<file path="config.mk">
export PLATFORM = sky130hd
export DESIGN_NAME = hvac_actuator
export DESIGN_NICKNAME = d
export VERILOG_FILES = /design/src/rtl/hvac_actuator.sv
export SDC_FILE = /design/constraint.sdc
export NUM_CORES = 1
export LEC_CHECK = 0
export CORE_UTILIZATION = 50
export DETAILED_ROUTE_END_ITERATION = 8
export PLACE_DENSITY = 0.75
export SETUP_SLACK_MARGIN = 0.5
export SYNTH_ARGS = -nofsm -noshare
export SYNTH_HDL_FRONTEND = slang
export SYNTH_SLANG_ARGS = --single-unit
</file>
<file path="constraint.sdc">
create_clock -name clk -period 2.12 [get_ports clk]
set_clock_uncertainty 0.15 [all_clocks]
set_input_delay 0.424 -clock clk [delete_from_list [all_inputs] [get_ports clk]]
set_output_delay 0.424 -clock clk [all_outputs]
set_load 0.01 [all_outputs]
</file>
<file path="src/rtl/hvac_actuator.sv">
// hvac_actuator: sequences heater / compressor / fan enables from the
// controller's heating/cooling demand. Enforces a minimum-on time for each
// run, a fan-only lockout (POST) after every run, and never drives heater
// and compressor together.
module hvac_actuator #(
    parameter int MIN_ON  = 4,  // 1..255
    parameter int MIN_OFF = 3   // 1..255
) (
    input  logic       clk,
    input  logic       rst_n,
    input  logic       heating,
    input  logic       cooling,
    output logic       heater_en,
    output logic       compressor_en,
    output logic       fan_en,
    output logic [1:0] mode,
    output logic       pending
);

    typedef enum logic [1:0] {
        ST_IDLE = 2'b00,
        ST_HEAT = 2'b01,
        ST_COOL = 2'b10,
        ST_POST = 2'b11
    } state_e;

    localparam logic [7:0] ON_LAST  = 8'(MIN_ON - 1);
    localparam logic [7:0] OFF_LAST = 8'(MIN_OFF - 1);

    state_e     state_q, state_d;
    logic [7:0] cnt_q, cnt_d;
    logic       heater_q, compressor_q, fan_q;
    logic [1:0] mode_q;

    // Both demands high is illegal and counts as no demand at all.
    logic heat_req, cool_req;
    assign heat_req = heating & ~cooling;
    assign cool_req = cooling & ~heating;

    // Next-state and counter update for the run / lockout sequence.
    always_comb begin
        // NOTE: every variable gets a default first so no path leaves it unassigned (no latch).
        state_d = state_q;
        cnt_d   = cnt_q;
        case (state_q)
            ST_IDLE: begin
                cnt_d = 8'd0;
                if (heat_req) begin
                    state_d = ST_HEAT;
                end else if (cool_req) begin
                    state_d = ST_COOL;
                end
            end
            ST_HEAT: begin
                if ((cnt_q >= ON_LAST) && !heat_req) begin
                    state_d = ST_POST;
                    cnt_d   = 8'd0;
                end else if (cnt_q < ON_LAST) begin
                    cnt_d = cnt_q + 8'd1;
                end
            end
            ST_COOL: begin
                if ((cnt_q >= ON_LAST) && !cool_req) begin
                    state_d = ST_POST;
                    cnt_d   = 8'd0;
                end else if (cnt_q < ON_LAST) begin
                    cnt_d = cnt_q + 8'd1;
                end
            end
            ST_POST: begin
                // Demand is ignored here; the lockout always ends in IDLE.
                if (cnt_q >= OFF_LAST) begin
                    state_d = ST_IDLE;
                    cnt_d   = 8'd0;
                end else begin
                    cnt_d = cnt_q + 8'd1;
                end
            end
            default: begin
                state_d = ST_IDLE;
                cnt_d   = 8'd0;
            end
        endcase
    end

    // State, counter and registered actuator outputs; reset drops the
    // actuators immediately and skips the lockout.
    always_ff @(posedge clk) begin
        // NOTE: sequential state uses non-blocking assignments so all registers update together.
        if (!rst_n) begin
            state_q      <= ST_IDLE;
            cnt_q        <= 8'd0;
            heater_q     <= 1'b0;
            compressor_q <= 1'b0;
            fan_q        <= 1'b0;
            mode_q       <= 2'b00;
        end else begin
            state_q      <= state_d;
            cnt_q        <= cnt_d;
            heater_q     <= (state_d == ST_HEAT);
            compressor_q <= (state_d == ST_COOL);
            fan_q        <= (state_d != ST_IDLE);
            mode_q       <= state_d;
        end
    end

    assign heater_en     = heater_q;
    assign compressor_en = compressor_q;
    assign fan_en        = fan_q;
    assign mode          = mode_q;

    // A valid demand that the current state is not already serving.
    assign pending = (heat_req | cool_req)
                   & ~((state_q == ST_HEAT) & heat_req)
                   & ~((state_q == ST_COOL) & cool_req);

endmodule
</file>
==> flow_summary_export.csv <==
group,metric,value,unit
sta,setup_slack,0.377,ns
sta,timing.hold.ws,0.367,ns
yosys,synth-compound-area-share,21.6,%
yosys,synth_area,673,um2
final_layout,layout.nets,104,
detailed_routing,wl,1800,um
yosys,synth_area_leaders,"dfxtp_1 39%, and2_1 3.7%, ha_1 3.7%",
floorplanning,ios,10,
sta,slew_violations,0,
power_and_ir_drop,power_leakage,0.397,nW
yosys,ys_ff_latch,13,
grt,antenna_found_initial,0,
detailed_routing,drc,0,
yosys,muxShareOfSynthArea,0,%
sta,fin_crit_sh,82.2,%
sta,finalCriticalPeriod,1.74,ns
clock_tree,cts.sinks,13,
yosys,synthAdderAreaFrac,3.72,%
sta,setup_viol,0,
place,gp_congestion,0.761,
power_and_ir_drop,power_density,626,nW/um2
critical_path,endpoint_kind,"flop",
sta,rsz0062_at_grt,"true",
floorplanning,fp.dieArea,1500,um2
yosys,synth_top_family_by_area,"simple AND/OR/NAND/NOR gates",
final_layout,antenna_cells,0,
detailed_routing,viasPerCell,5.94,
critical_path,critPathLaunchType,"flop",
clock_tree,numCtsBuffers,3,
clock_tree,clk_latency,0.28,ns
yosys,synth_top_area_share,38.7,%
sta,maxSlewHeadroom,62.9,%
place,hpwlAfterDp,965,um
critical_path,path_buf_inv,2,
hold_path,hp-class,"flop to flop",
final_layout,areaGrowthSynthToFinish,46.1,%
power_and_ir_drop,ir_drop,467,uV
yosys,yosysWarnings,0,
yosys,synth_edf_count,0,
critical_path,crit_chain,"buf_6, ha_4, nor3b_2, o311ai_2, buf_4, o32a_1, nor2_1",
critical_path,max_stage_delay,0.37,ns
grt,grt_overflow,0,
critical_path,worst_path_dominant_cell_family,"compound AO/OA/AOI/OAI gates",
final_layout,drive_gt1_share,45.4,%
job,max-cap-violations,0,
floorplanning,fp.dieH,38.7,um
detailed_routing,wl_per_cell,16.2,um
final_layout,fillCellCount,68,
hold_path,min_from,"cnt_q[3]",
yosys,yosysTopAreaCell,"dfxtp_1",
status,status,"finished clean",
yosys,syn_area_per_cell,9.22,um2
critical_path,ff2ff_path_depth,7,
detailed_routing,drtIter0Drc,25,
clock_tree,tritoncts,"done",
yosys,syn_inst,73,
floorplanning,die_x,38.7,um
critical_path,crit_arrival,1.75,ns
critical_path,path_depth,7,
clock_tree,root_buffer,"clkbuf_4",
place,place_inst,98,
clock_tree,cts.path.max_buffers,2,
critical_path,rr_startpoint,"cnt_q[0]",
floorplanning,core-area,1170,um2
yosys,synth-xor-area-share,0,%
critical_path,path_class,"flop to flop",
detailed_routing,first_pass_iters,4,
yosys,syn_nets,79,
floorplanning,rows,12,
yosys,yosys.area_share.simple,32.3,%
critical_path,cp.required,2.13,ns
critical_path,worstPathMaxFanout,4,
grt,grt_max_degree,11,
clock_tree,htreeDepth,1,
yosys,postSynth.asyncResetShare,0,%
sta,timing.fmax,574,MHz
sta,hold_viol,0,
yosys,ys.flop_type,"dfxtp_1",
detailed_routing,ant_nets,0,
grt,grt_pass1_vias,597,
sta,tightest_slew,0.551,ns
floorplanning,initial_utilization,57.5,%
detailed_routing,num_vias,659,
hold_path,min_path_cells,1,
grt,grt_usage,26.3,%
yosys,synth.distinct_cells,31,
critical_path,slowest_stage,"o311ai_2",
grt,grt_pass1_wl,2570,um
yosys,ys_seq_area_share,38.7,%
final_layout,stdcell_count,111,
place,post-place-ws,-0.203,ns
critical_path,critPathLaunch,"cnt_q[0]",
clock_tree,path_clk_slew,0.08,ns
place,port_buffers,9,
-- logic make-up (layout without fill, tap and decap cells) --
| group | count (synthesis) | after routing |
|---|---|---|
| compound gates | 17 | 17 |
| fa+ha+maj | 2 | 2 |
| buf+inv | 6 | 30 |
| flops | 13 | 13 |
| simple gates | 35 | 35 |
-- synthesized netlist by cell type, drive strengths merged (2+ instances only) --
library cell / n
nor3: 2
nand2: 4
buf: 2
nand2b: 2
nand4: 2
a21oi: 2
inv: 4
o21ai: 4
a211oi: 2
and3: 2
nor3b: 3
dfxtp: 13
nor2: 6
ha: 2
nor2b: 3
and2: 7
-- path summary, 6_finish.rpt --
path / slack (ns) / endpoint
worst min register to register: 0.37 / cnt_q[3]
worst max-delay path: 0.38 / cnt_q[1]
worst max register to register: 0.38 / cnt_q[1]
worst min-delay path: 0.37 / cnt_q[3]
-- layout make-up --
class / instances / area, um2 / area share (%)
multi-input cells: 54 / 477 / 48.5
flip-flops and latches: 13 / 270 / 27.5
repair buffers: 22 / 178 / 18.1
clock buffers: 4 / 26.3 / 2.67
well taps: 14 / 17.5 / 1.78
inverters: 4 / 15.0 / 1.53
-- state kept, by name, indices dropped and copies added (netlist names) --
signal         cells
mode               2
fan_en             1
cnt_q              8
compressor_en      1
heater_en          1
-- power breakdown --
| group | total, mW | switching, mW | internal [mW] | leakage [nW] |
|---|---|---|---|---|
| clock network | 0.156 | 0.0830 | 0.0732 | 0.0150 |
| logic | 0.193 | 0.0932 | 0.0997 | 0.274 |
| registers | 0.267 | 0.00903 | 0.258 | 0.108 |
-- per-stage QoR --
stage               setup TNS [ns]  cell area (um2)  utilization [%]  power [mW]
finish                           0              983             84.0       0.616
global route                     0              983             84.0       0.653
CTS                              0              932             79.6       0.593
detailed placement          -0.203              801             68.4       0.427
global placement            -0.178              801             68.4       0.425
floorplan                        0              673                -       0.368
-- per-layer routing --
layer	share of wire [%]	global-route usage (%)	wire [um]
met4	3.8	18.1	68
met5	0	0	0
met1	44	27.2	794
met2	46	45.0	826
met3	6.1	7.51	109
-- layout by cell type, fill, tap and decap left out, types with 3 or more instances in the layout --
| master | instances |
|---|---|
| and2_1 | 4 |
| buf_4 | 11 |
| clkbuf_4 | 3 |
| dfxtp_1 | 9 |
| dlygate4sd2_1 | 6 |
| inv_1 | 3 |
| nand2_1 | 4 |
| nor2_1 | 4 |
| o21ai_0 | 3 |
-- what timing repair did --
item                       in CTS  in global routing
setup buffers                   6                  3
gates cloned                    0                  0
pin swaps                       8                 10
resized for setup              28                 13
hold buffers                    0                  0
setup endpoints to repair      18                 15
(Power assumes the default switching activity.)
